==> config.mk <==
export PLATFORM = sky130hd
export DESIGN_NAME = flash_cmd_sequencer
export DESIGN_NICKNAME = d
export VERILOG_FILES = /design/src/rtl/flash_pkg.sv /design/src/rtl/flash_busy_timer.sv /design/src/rtl/flash_cmd_sequencer.sv
export SDC_FILE = /design/constraint.sdc
export NUM_CORES = 1
export LEC_CHECK = 0
export CORE_MARGIN = 4
export CORE_UTILIZATION = 40
export CTS_CLUSTER_SIZE = 8
export DETAILED_ROUTE_END_ITERATION = 7
export GPL_ROUTABILITY_DRIVEN = 0
export SETUP_SLACK_MARGIN = 0.05
export SLEW_MARGIN = 20
export SYNTH_ARGS = -nofsm -noshare
export SYNTH_HDL_FRONTEND = slang
export SYNTH_SLANG_ARGS = --single-unit
==> constraint.sdc <==
create_clock -name MB_CLK -period 4.8 [get_ports MB_CLK]
set_input_delay 0.96 -clock MB_CLK [delete_from_list [all_inputs] [get_ports MB_CLK]]
set_output_delay 0.96 -clock MB_CLK [all_outputs]
set_load 0.01 [all_outputs]
==> src/rtl/flash_pkg.sv <==
// Shared state encoding and command constants for the flash command sequencer.
package flash_pkg;

  typedef enum logic [3:0] {
    ST_IDLE  = 4'd0,
    ST_U1    = 4'd1,
    ST_U2    = 4'd2,
    ST_PROG  = 4'd3,
    ST_E1    = 4'd4,
    ST_E2    = 4'd5,
    ST_E3    = 4'd6,
    ST_ERASE = 4'd7,
    ST_BUSY  = 4'd8
  } flash_state_e;

  localparam logic [7:0]  CMD_AA    = 8'hAA;
  localparam logic [7:0]  CMD_55    = 8'h55;
  localparam logic [7:0]  CMD_A0    = 8'hA0;
  localparam logic [7:0]  CMD_80    = 8'h80;
  localparam logic [7:0]  CMD_10    = 8'h10;
  localparam logic [7:0]  CMD_30    = 8'h30;
  localparam logic [7:0]  CMD_F0    = 8'hF0;
  localparam logic [10:0] ADDR_C555 = 11'h555;
  localparam logic [10:0] ADDR_C2AA = 11'h2AA;

  // A command word carries the command byte on both halves of the bus.
  function automatic logic cmd_is(input logic [15:0] data, input logic [7:0] cmd);
    return (data[15:8] == cmd) && (data[7:0] == cmd);
  endfunction

endpackage

==> src/rtl/flash_busy_timer.sv <==
// 24-bit down-counter that times program/erase busy periods; done while it sits at zero.
module flash_busy_timer (
  input  logic        MB_CLK,
  input  logic        RESET,
  input  logic        i_load,
  input  logic [23:0] i_load_val,
  output logic [23:0] o_value,
  output logic        o_done
);

  logic [23:0] r_value;

  // Load on command, otherwise count down and hold at zero.
  always_ff @(posedge MB_CLK or negedge RESET) begin
    if (!RESET) begin
      r_value <= 24'd0;
    end else if (i_load) begin
      r_value <= i_load_val;
    end else if (r_value != 24'd0) begin
      r_value <= r_value - 24'd1;
    end else begin
      r_value <= r_value;
    end
  end

  assign o_value = r_value;
  assign o_done  = (r_value == 24'd0);

endmodule

==> src/rtl/flash_cmd_sequencer.sv <==
// JEDEC-style unlock/command sequencer for a 68000 flash window with busy timing and DTACK wait states.
module flash_cmd_sequencer
  import flash_pkg::*;
#(
  parameter int unsigned PROG_CYCLES   = 512,
  parameter int unsigned SECTOR_CYCLES = 24'h6C3000,
  parameter int unsigned CHIP_CYCLES   = 24'hFFFFFF
) (
  input  logic        MB_CLK,
  input  logic        RESET,
  input  logic        CPU_AS,
  input  logic        RW,
  input  logic        UDS,
  input  logic        LDS,
  input  logic        FLASH_SEL,
  input  logic [10:0] ADDRESS_LOW,
  input  logic [15:0] DATA,
  output logic        FLASH_DTACK,
  output logic        BUSY,
  output logic        SEQ_ERR,
  output logic [3:0]  STATE
);

  localparam logic [23:0] PROG_LD   = 24'(PROG_CYCLES);
  localparam logic [23:0] SECTOR_LD = 24'(SECTOR_CYCLES);
  localparam logic [23:0] CHIP_LD   = 24'(CHIP_CYCLES);

  flash_state_e r_state;
  flash_state_e w_next;
  logic         r_armed;
  logic         r_seq_err;
  logic [1:0]   r_dtk_cnt;
  logic         r_dtk_low;
  logic         w_wr_qual;
  logic         w_wr_evt;
  logic         w_err;
  logic         w_busy;
  logic         w_tmr_load;
  logic [23:0]  w_tmr_val;
  logic [23:0]  w_tmr_value;
  logic         w_tmr_done;
  logic         w_at_555;
  logic         w_at_2aa;
  logic         w_unused_tmr;

  flash_busy_timer u_timer (
    .MB_CLK     (MB_CLK),
    .RESET      (RESET),
    .i_load     (w_tmr_load),
    .i_load_val (w_tmr_val),
    .o_value    (w_tmr_value),
    .o_done     (w_tmr_done)
  );

  assign w_unused_tmr = ^w_tmr_value;
  assign w_busy    = (r_state == ST_BUSY);
  assign w_wr_qual = !CPU_AS && !RW && !UDS && !LDS && FLASH_SEL;
  assign w_wr_evt  = w_wr_qual && !r_armed;
  assign w_at_555  = (ADDRESS_LOW == ADDR_C555);
  assign w_at_2aa  = (ADDRESS_LOW == ADDR_C2AA);

  // Arm flag: one write event per address-strobe assertion.
  always_ff @(posedge MB_CLK or negedge RESET) begin
    if (!RESET) begin
      r_armed <= 1'b0;
    end else if (CPU_AS) begin
      r_armed <= 1'b0;
    end else if (w_wr_qual) begin
      r_armed <= 1'b1;
    end else begin
      r_armed <= r_armed;
    end
  end

  // State and error-pulse registers.
  always_ff @(posedge MB_CLK or negedge RESET) begin
    if (!RESET) begin
      r_state   <= ST_IDLE;
      r_seq_err <= 1'b0;
    end else begin
      r_state   <= w_next;
      r_seq_err <= w_err;
    end
  end

  // Next-state decode; F0 resets the sequence from any non-busy state.
  always_comb begin
    w_next     = r_state;
    w_err      = 1'b0;
    w_tmr_load = 1'b0;
    w_tmr_val  = 24'd0;
    if (r_state == ST_BUSY) begin
      if (w_tmr_done) begin
        w_next = ST_IDLE;
      end else begin
        w_next = ST_BUSY;
      end
    end else if (w_wr_evt) begin
      if (cmd_is(DATA, CMD_F0)) begin
        w_next = ST_IDLE;
      end else begin
        case (r_state)
          ST_IDLE: begin
            if (cmd_is(DATA, CMD_AA) && w_at_555) w_next = ST_U1;
            else                                  w_next = ST_IDLE;
          end
          ST_U1: begin
            if (cmd_is(DATA, CMD_55) && w_at_2aa) begin
              w_next = ST_U2;
            end else begin
              w_next = ST_IDLE;
              w_err  = 1'b1;
            end
          end
          ST_U2: begin
            if (cmd_is(DATA, CMD_A0) && w_at_555) begin
              w_next = ST_PROG;
            end else if (cmd_is(DATA, CMD_80) && w_at_555) begin
              w_next = ST_E1;
            end else begin
              w_next = ST_IDLE;
              w_err  = 1'b1;
            end
          end
          ST_E1: begin
            if (cmd_is(DATA, CMD_AA) && w_at_555) begin
              w_next = ST_E2;
            end else begin
              w_next = ST_IDLE;
              w_err  = 1'b1;
            end
          end
          ST_E2: begin
            if (cmd_is(DATA, CMD_55) && w_at_2aa) begin
              w_next = ST_E3;
            end else begin
              w_next = ST_IDLE;
              w_err  = 1'b1;
            end
          end
          ST_E3: begin
            if (cmd_is(DATA, CMD_10) && w_at_555) begin
              w_next     = ST_BUSY;
              w_tmr_load = 1'b1;
              w_tmr_val  = CHIP_LD;
            end else if (cmd_is(DATA, CMD_30)) begin
              w_next     = ST_BUSY;
              w_tmr_load = 1'b1;
              w_tmr_val  = SECTOR_LD;
            end else begin
              w_next = ST_IDLE;
              w_err  = 1'b1;
            end
          end
          ST_PROG: begin
            w_next     = ST_BUSY;
            w_tmr_load = 1'b1;
            w_tmr_val  = PROG_LD;
          end
          default: begin
            w_next = ST_IDLE;
          end
        endcase
      end
    end else begin
      w_next = r_state;
    end
  end

  // DTACK delay: acknowledge from the second edge of the cycle, held off while busy.
  always_ff @(posedge MB_CLK or negedge RESET) begin
    if (!RESET) begin
      r_dtk_cnt <= 2'd0;
      r_dtk_low <= 1'b0;
    end else if (CPU_AS || !FLASH_SEL) begin
      r_dtk_cnt <= 2'd0;
      r_dtk_low <= 1'b0;
    end else begin
      if (r_dtk_cnt != 2'd2) r_dtk_cnt <= r_dtk_cnt + 2'd1;
      else                   r_dtk_cnt <= r_dtk_cnt;
      if (r_dtk_cnt != 2'd0 && !w_busy) r_dtk_low <= 1'b1;
      else                              r_dtk_low <= r_dtk_low;
    end
  end

  assign FLASH_DTACK = CPU_AS || !FLASH_SEL || !r_dtk_low;
  assign BUSY        = w_busy;
  assign SEQ_ERR     = r_seq_err;
  assign STATE       = r_state;

endmodule

==> metrics.yaml, run 1 <==
synth_edf_count: 0
setup_violations: 0
viasPerCell: 5.43
yosys_warnings: 0
post-route-min-period_ns: 3.47
worst_setup_path_end_kind: "register"
power.leakage_uw: 0.00116
fmax_mhz: 288
drc: 0
rrSetupSlack_ns: 2.18
pwr_density_cell_nw_per_um2: 231
yosysSeqAreaShare: 0.394
cts_setup_buffers: 0
grt_pass1_vias: 1833
io_buffer_count: 40
rows: 26
hp-start: "r_armed$_DFFE_PN0P_"
drv_cap: 0
outcome: "finished clean"
die_h_um: 80.4
crit_required_ns: 4.92
antenna_cells: 0
slew_viol_final: 0
pin_count: 41
ant_nets: 0
synth_cell_types: 50
cts_resized: 0
h-tree-depth: 2
ir_worst_vdd_v: 0.000136
path_max_fanout: 15
cts.path.max_buffers: 2
ys_seq_elements: 33
finalNetCount: 307
fin_ws_ns: 1.33
cts.sinks: 33
cts_tree: "done"
min_path_cells: 2
reg2reg_to: "u_timer.o_value[3]$_DFFE_PN0P_"
slew_headroom: 0.415
start_util: 0.410
syn_nets: 262
hp-class: "register to register"
yosysMostFrequentCell: "dfrtp_1"
async_flop_share: 1.00
fin_util: 0.525
rr_startpoint: "u_timer.o_value[4]$_DFFE_PN0P_"
startpoint_type: "primary input"
hold_buffers: 0
dpl_worst_slack_ns: 1.08
nFillCells: 499
arrival_ns: 3.59
tightest_slew_ns: 0.865
rsz0062_at_grt: "no"
synthTopCellsByCount: "33 x dfrtp_1, 24 x o21ai_0, 20 x nor2_1, 19 x xnor2_1, 13 x nor3_1"
coreArea_um2: 5110
dr.pass1.iters: 4
avgSynthCellArea_um2: 9.31
layout-drive-gt1-share: 0.0701
worstSkewPairLatency_ns: 0.28
clockRootBuffer: "clkbuf_8"
netlist_instances: 225
grt_pass1_wl_um: 8360
drt_iter0_markers: 45
tns_ns: 0
die_area_um2: 6460
grt_overflow: 0
antenna_found_initial: 0
via_count: 1850
grt_usage: 0.160
dp_hpwl_um: 3650
r2r.worst_path.cells: 5
dieWidth_um: 80.4
wirelength_um: 4820
clkSlewWorstSetupHoldPaths_ns: 0.06
syn_to_final_growth_pct: 28.1
synth_area_leaders: "dfrtp_1 39%, xnor2_1 7.9%, o21ai_0 5.7%, nor2_1 3.6%, nor3_1 3.1%"
finalCritPeriodShare: 0.723
power_uw: 619
yosysTopAreaCellShare: 0.394
numCtsBuffers: 5
min_to: "r_armed$_DFFE_PN0P_"
yosysTopAreaCell: "dfrtp_1"
grt_max_degree: 34
synth_flop_cell: "dfrtp_1"
hold_viol_final: 0
syn_area_um2: 2090
critPathKind: "primary input to register"
clock_skew_ns: 0.00718
avgRoutedWirePerCell_um: 14.1
[sequential cells by signal, summed over array words and instances, names as in the netlist]
name and cells:
SEQ_ERR 1, STATE 4, r_armed 1, r_dtk_cnt 2, r_dtk_low 1, u_timer.o_value 24
[worst max path at each step]
stage / startpoint / end / slack, ns / cells past startpoint
final: ADDRESS_LOW[0] / u_timer.o_value[3]$_DFFE_PN0P_ / 1.33 / 6
after global routing: DATA[8] / u_timer.o_value[2]$_DFFE_PN0P_ / 1.04 / 6
after CTS: ADDRESS_LOW[0] / u_timer.o_value[2]$_DFFE_PN0P_ / 1.34 / 6
after detailed placement: ADDRESS_LOW[0] / u_timer.o_value[5]$_DFFE_PN0P_ / 1.08 / 6
after global placement: ADDRESS_LOW[0] / u_timer.o_value[17]$_DFFE_PN0P_ / 1.11 / 6
after floorplan: ADDRESS_LOW[1] / u_timer.o_value[15]$_DFFE_PN0P_ / 1.85 / 6
[layout make-up]
| type | instances | area (um^2) | share of cell area |
|---|---|---|---|
| Multi-Input combinational cell | 183 | 1220 | 0.454 |
| Clock buffer | 7 | 86.3 | 0.0322 |
| Inverter | 5 | 18.8 | 0.00700 |
| Clock inverter | 1 | 30.0 | 0.0112 |
| Timing Repair Buffer | 42 | 415 | 0.155 |
| Sequential cell | 33 | 826 | 0.308 |
| Tap cell | 70 | 87.6 | 0.0326 |
[power by group]
group | total (uW) | switching [uW] | leakage, uW | internal, uW
registers | 286 | 4.45 | 0.000459 | 281
clock network | 269 | 99.7 | 0.0000585 | 169
logic | 64.2 | 26.0 | 0.000638 | 38.2
total | 619 | 130 | 0.00116 | 488
[cells in the final DEF, fill, tap and decap left out, types with 6 or more instances in the layout]
cell type / instances
xnor2_1: 19
nor4_1: 10
a21oi_1: 6
nor3_1: 13
clkbuf_8: 6
clkdlybuf4s50_1: 40
nand2_1: 10
nor2_1: 20
o21ai_0: 24
dfrtp_1: 33
[worst max-delay path: stages]
cell and delay, ns:
clkdlybuf4s50_1 0.47, or3b_2 0.47, o41ai_1 0.47, or3b_2 0.53, o211ai_2 0.50, o21ai_0 0.19
[metrics by stage]
step,cell area (um^2),cells,hold slack [ns]
floorplan,2090,225,0.466
global placement,2570,333,0.489
detailed placement,2570,333,0.495
CTS,2680,341,0.514
global route,2680,341,0.519
finish,2680,341,0.510
[logic make-up after synthesis]
family | count (synthesis) | share of synthesized area
xor+xnor | 24 | 0.100
flops | 33 | 0.394
buf+inv | 9 | 0.0239
compound gates | 46 | 0.136
simple gates | 108 | 0.315
fa+ha+maj | 3 | 0.0179
mux | 2 | 0.0119
[metal layers]
layer,global-route usage,up-vias,share of wire
met5,0,-,0
li1,-,932,-
met3,0.0269,0,0.037
met2,0.260,38,0.48
met4,0.0405,0,0
met1,0.222,880,0.48
Note: power is estimated with default switching activity, not from simulation.
==> run 2: changes to the inputs <==
- PLACE_DENSITY: unset -> 0.67
- clock period: 4.8 -> 2.9 ns (I/O delays scaled with it)
==> run 2 against run 1 <==
  * Total power up 49%
  * Flip-flop and latch count unchanged
  * Global-route usage up 0.93 points
  * Wire length up 1.7%
  * Largest cell class unchanged
  * Critical path depth up 1
  * Clock skew up 0.0012 ns
==> metrics.yaml, run 2 (synthesis results as in run 1) <==
wl_met1_um: 2170  # was 2340 um
top_layer: "met4"  # was met3
grt_pass1_wl_um: 8510  # was 8360 um
grt_overflow: 0  # unchanged
finalCritPeriodShare: 0.934
h-tree-depth: 2  # unchanged
syn_to_final_growth_pct: 31.7  # was 28.1%
setup_violations: 0  # unchanged
path_max_fanout: 8  # was 15
hp-start: "r_armed$_DFFE_PN0P_"  # unchanged
wl_met3_um: 225  # was 177 um
numCtsBuffers: 5  # unchanged
dp_hpwl_um: 3860  # was 3650 um
post-route-min-period_ns: 2.71
fin_ws_ns: 0.193  # was 1.33 ns
rows: 26  # unchanged
ir_worst_vdd_v: 0.000221  # was 0.000136 V
worst_setup_path_end_kind: "register"  # unchanged
finalNetCount: 319  # was 307
clockRootBuffer: "clkbuf_8"  # unchanged
dpl_worst_slack_ns: -0.209  # was 1.08 ns
via_count: 1905  # was 1850
io_buffer_count: 40  # unchanged
layout-drive-gt1-share: 0.113  # was 0.0701
start_util: 0.410  # unchanged
avgRoutedWirePerCell_um: 13.9  # was 14.1 um
rr_startpoint: "u_timer.o_value[9]$_DFFE_PN0P_"  # was u_timer.o_value[4]$_DFFE_PN0P_
hold_ws_ns: 0.511  # was 0.510 ns
hp-class: "register to register"  # unchanged
worstSkewPairLatency_ns: 0.29  # was 0.28 ns
drc: 0  # unchanged
startpoint: "ADDRESS_LOW[0]"  # unchanged
drv_cap: 0  # unchanged
startpoint_type: "primary input"  # unchanged
largest_reg_flops: 24  # unchanged
arrival_ns: 2.84  # was 3.59 ns
fmax_mhz: 369
clock_skew_ns: 0.00842  # was 0.00718 ns
drt_iter0_markers: 118  # was 45
nFillCells: 482  # was 499
antenna_found_initial: 0  # unchanged
grt_usage: 0.170  # was 0.160
pwr_density_cell_nw_per_um2: 334  # was 231 nW/um^2
wirelength_um: 4910  # was 4820 um
dieWidth_um: 80.4  # unchanged
die_h_um: 80.4  # unchanged
tightest_slew_ns: 0.543  # was 0.865 ns
cts.path.max_buffers: 2  # unchanged
slew_viol_final: 0  # unchanged
rsz0062_at_grt: "no"  # unchanged
multi_input_comb_area_um2: 1240  # was 1220 um^2
rrSetupSlack_ns: 0.37  # was 2.18 ns
crit_required_ns: 3.03  # was 4.92 ns
antenna_cells: 0  # unchanged
final_common_cell: "clkdlybuf4s50_1"  # unchanged
coreArea_um2: 5110  # unchanged
seq_area_um2: 826  # unchanged
hold_viol_final: 0  # unchanged
final_cell_mix: "40 x clkdlybuf4s50_1, 33 x dfrtp_1, 24 x o21ai_0"  # unchanged
cts_tree: "done"  # unchanged
cts.sinks: 33  # unchanged
dr.pass1.iters: 4  # unchanged
met2_length_um: 2400  # was 2310 um
power.leakage_uw: 0.00123  # was 0.00116 uW
clkSlewWorstSetupHoldPaths_ns: 0.07  # was 0.06 ns
die_area_um2: 6460  # unchanged
ant_nets: 0  # unchanged
slew_headroom: 0.634  # was 0.415
power_uw: 920  # was 619 uW
critPathKind: "primary input to register"  # unchanged
grt_pass1_vias: 2006  # was 1833
pin_count: 41  # unchanged
fin_util: 0.540  # was 0.525
viasPerCell: 5.40  # was 5.43
outcome: "finished clean"  # unchanged
grt_max_degree: 34  # unchanged
[run 2: changes by cell type in the layout (fill, tap and decap cells not counted), sizes merged]
cell    before  now
bufinv       1    0
clkinv       0    2
buf          2   14
clkbuf       7    6
[run 2: final timing paths]
kind,end,cells after the start
setup / recovery,u_timer.o_value[14]$_DFFE_PN0P_,7
hold / removal,r_armed$_DFFE_PN0P_,2
setup reg to reg,u_timer.o_value[1]$_DFFE_PN0P_,5
hold reg to reg,r_armed$_DFFE_PN0P_,2
max in group asynchronous,r_dtk_cnt[0]$_DFFE_PN0P_,2
min in group asynchronous,u_timer.o_value[1]$_DFFE_PN0P_,2
[run 2: repair_timing]
action / in CTS / in global routing
buffers inserted: 0 / 0
gates resized for setup: 0 / 2
setup endpoints to repair: 0 / 16
hold buffers: 0 / 0
[run 2: cell type report]
| class | instances | share of cell area |
|---|---|---|
| Sequential cell | 33 | 0.299 |
| Tap cell | 70 | 0.0318 |
| Inverter | 5 | 0.00681 |
| Timing Repair Buffer | 54 | 0.183 |
| Clock buffer | 6 | 0.0263 |
| Multi-Input combinational cell | 183 | 0.449 |
| Clock inverter | 2 | 0.00363 |
[run 2: critical path, cell delays in order]
cell and delay (ns):
clkdlybuf4s50_1 0.47, or3b_2 0.50, o41ai_4 0.32, or3b_2 0.52, o211ai_2 0.18, buf_4 0.17, o21ai_0 0.09
[run 2: per-layer routing]
layer  GRT usage  vias to the layer above
met1       0.188                      891
met3      0.0404                       10
li1            -                      962
met4      0.0828                        0
met5           0                        -
met2       0.302                       42
[run 2: through the flow]
stage,TNS (ns),instances,area [um^2]
floorplan,0,225,2090
global placement,-2.35,345,2660
detailed placement,-3.15,345,2660
CTS,0,353,2740
global route,0,353,2760
finish,0,353,2760
[run 2: power by group]
group / switching (uW) / internal [uW] / total, uW
logic: 45.6 / 68.0 / 114
registers: 7.10 / 465 / 472
clock network: 168 / 166 / 334
total: 221 / 699 / 920
==> patch, RTL diff (config.mk and constraints of run 2) <==
Put one more register stage on the output `SEQ_ERR`, cleared by the reset. The value now appears one clock later. The other outputs are not delayed to match.
--- a/src/rtl/flash_cmd_sequencer.sv
+++ b/src/rtl/flash_cmd_sequencer.sv
@@ -185,7 +185,13 @@
 
   assign FLASH_DTACK = CPU_AS || !FLASH_SEL || !r_dtk_low;
   assign BUSY        = w_busy;
-  assign SEQ_ERR     = r_seq_err;
+  always_ff @(posedge MB_CLK or negedge RESET) begin
+    if (!RESET) begin
+      SEQ_ERR <= '0;
+    end else begin
+      SEQ_ERR <= r_seq_err;
+    end
+  end
   assign STATE       = r_state;
 
 endmodule
Formal check against the unedited RTL: not equivalent (a bounded check fails within 4 cycles, from zero or initial values and one cycle with RESET low).
==> patch against run 2 <==
  * Wire length increased by 7.1%
  * Hold slack got worse by 0.16 ns
  * Design area increased by 9.2%
  * Critical path type unchanged
  * Via count increased by 12%
  * Cell count increased by 14%
  * Non-clock buffer count increased by 13
  * Critical path depth unchanged
  * Sequential cell count increased by 1
  * Synthesized area increased by 6.9%
  * Worst setup slack improved by 0.063 ns
  * Count of clock-buffer cells in the layout increased by 1
Power is not compared: it rests on default switching activity, and its combinational part moved more than twofold at a synthesized area within 25%.
==> patch: results (changes against run 2) <==
critical_path:
  cp_max_fo: 6  # -2
  cp_top_family: "simple AND/OR/NAND/NOR gates"
  worstPathArrival_ns: 2.87  # +0.03 ns
  critical-path-slowest-cell: "or3b_2"
  crit_path_max_incr_delay_ns: 0.57  # +0.05 ns
routing:
  via_count: 2143  # +12%
  met2WireLength_um: 2557  # +6.7%
  wirelength_met1_um: 2388  # +9.8%
  maxUsedRoutingLayer: "met4"
  drt_iter0_markers: 82  # -31%
  routed_wl_um: 5255  # +7.1%
  wl_per_cell_um: 13.07  # -5.9%
  met3_length_um: 216  # -4.0%
  drt_pass1_iterations: 4  # unchanged
global_routing:
  met1_usage_pct: 19.59  # +0.83 points
  grt_max_degree: 35  # +2.9%
  grt_pass1_vias: 2170  # +8.2%
  grtUsageMet3_pct: 3.267  # -0.77 points
  use_met2_pct: 27.41  # -2.8 points
  grt_use_total_pct: 16.10  # -0.87 points
  antenna_found_initial: 0  # unchanged
  grt_pass1_wl_um: 9308  # +9.3%
cts:
  cts_max_level: 2  # unchanged
  clk_pin_slew_ns: 0.07  # about the same
  worstSkewPairLatency_ns: 0.28
  cts_max_path_buffers: 2  # unchanged
  cts_root_buf: "clkbuf_8"
  postCtsResizedCells: 0  # unchanged
  cts_setup_buffers: 0  # unchanged
  cts_buffers: 5  # unchanged
sta:
  clock_skew_ns: 0.005901  # -0.002514 ns
  slew_headroom_pct: 65.65  # +2.2 points
yosys:
  ys_top_cells_by_area: "dfrtp_1 38%, nand2_1 6.7%, xor2_1 5.9%"
  ys_seq_area_share_pct: 37.99  # -1.4 points
  syn-num-nets: 304  # +16%
  synthFlopType: "dfrtp_1"
  yosysWarnings: 0  # unchanged
  ys_top_cells_by_count: "40 x nand2_1, 34 x dfrtp_1, 33 x nor2_1"
  async_flop_share_pct: 100.0  # unchanged
  ys_types: 47  # -6.0%
  avgSynthCellArea_um2: 8.388  # -9.9%
placed_design:
  place_ws_ns: -0.03475  # +0.1741 ns
  dp.cells: 394  # +14%
  port_buffers: 40  # unchanged
  dp_hpwl_um: 4119  # +6.8%
power:
  p_int_mw: 1.076
  pg_comb_uw: 517
  pg_seq_uw: 747
  switchingPower_uw: 545.2
  leakage_nw: 1.275
  vdd_drop_max_v: 0.0002672
cells_and_area:
  drive_gt1_share_pct: 13.55  # +2.2 points
  diodes: 0  # unchanged
  nNetsFinal: 368  # +15%
  largest_reg_flops: 24  # unchanged
  fill_cells: 497  # +3.1%
run_status:
  status: "complete, no violations"
worst_hold_path:
  hold_path_class: "flop to flop"
[patch: cell types whose count changed after synthesis, moves of 4 or more]
cell	change
nand2_1	+30
o21ai_0	-19
a21oi_1	+15
xnor2_1	-14
nor2_1	+13
xor2_1	+10
clkbuf_1	+6
and2_1	-5
nor3_1	+4
or4_1	+4
[patch: cell type report]
cell class | count | area share, %
inverter | 5 | 0.6232
clock buffer | 7 | 2.867
tap | 70 | 2.908
clock inverter | 1 | 0.1662
timing repair buffer | 67 | 21.27
sequential | 34 | 28.25
multi-input combinational | 218 | 43.91
[patch: per-stage QoR]
step                instance area (um2)  util (%)
floorplan                          2240         -
global placement                   2920     55.41
detailed placement                 2920     55.41
CTS                                3012     57.15
global route                       3012     57.15
finish                             3012     57.15
[patch: cell families after synthesis]
logic type	Yosys count	share of synthesized area, %
simple gates	154	37.65
compound gates	39	11.01
flops	34	37.99
xor+xnor	20	7.821
buf+inv	15	2.961
fa+ha+maj	3	1.676
mux	2	0.8939
[patch: path summary, 6_finish.rpt]
check                                                    start                         endpoint  slack [ns]  cells after the start
worst min-delay path                       r_seq_err$_DFF_PN0_                SEQ_ERR$_DFF_PN0_        0.35                      0
worst min register to register             r_seq_err$_DFF_PN0_                SEQ_ERR$_DFF_PN0_        0.35                      0
min in group asynchronous                                RESET  u_timer.o_value[18]$_DFFE_PN0P_        0.70                      2
worst max register to register  u_timer.o_value[0]$_DFFE_PN0P_  u_timer.o_value[22]$_DFFE_PN0P_        0.38                      8
worst max-delay path                                        RW             STATE[2]$_DFFE_PN0P_        0.26                      7
max in group asynchronous                                RESET   u_timer.o_value[7]$_DFFE_PN0P_        1.89                      2
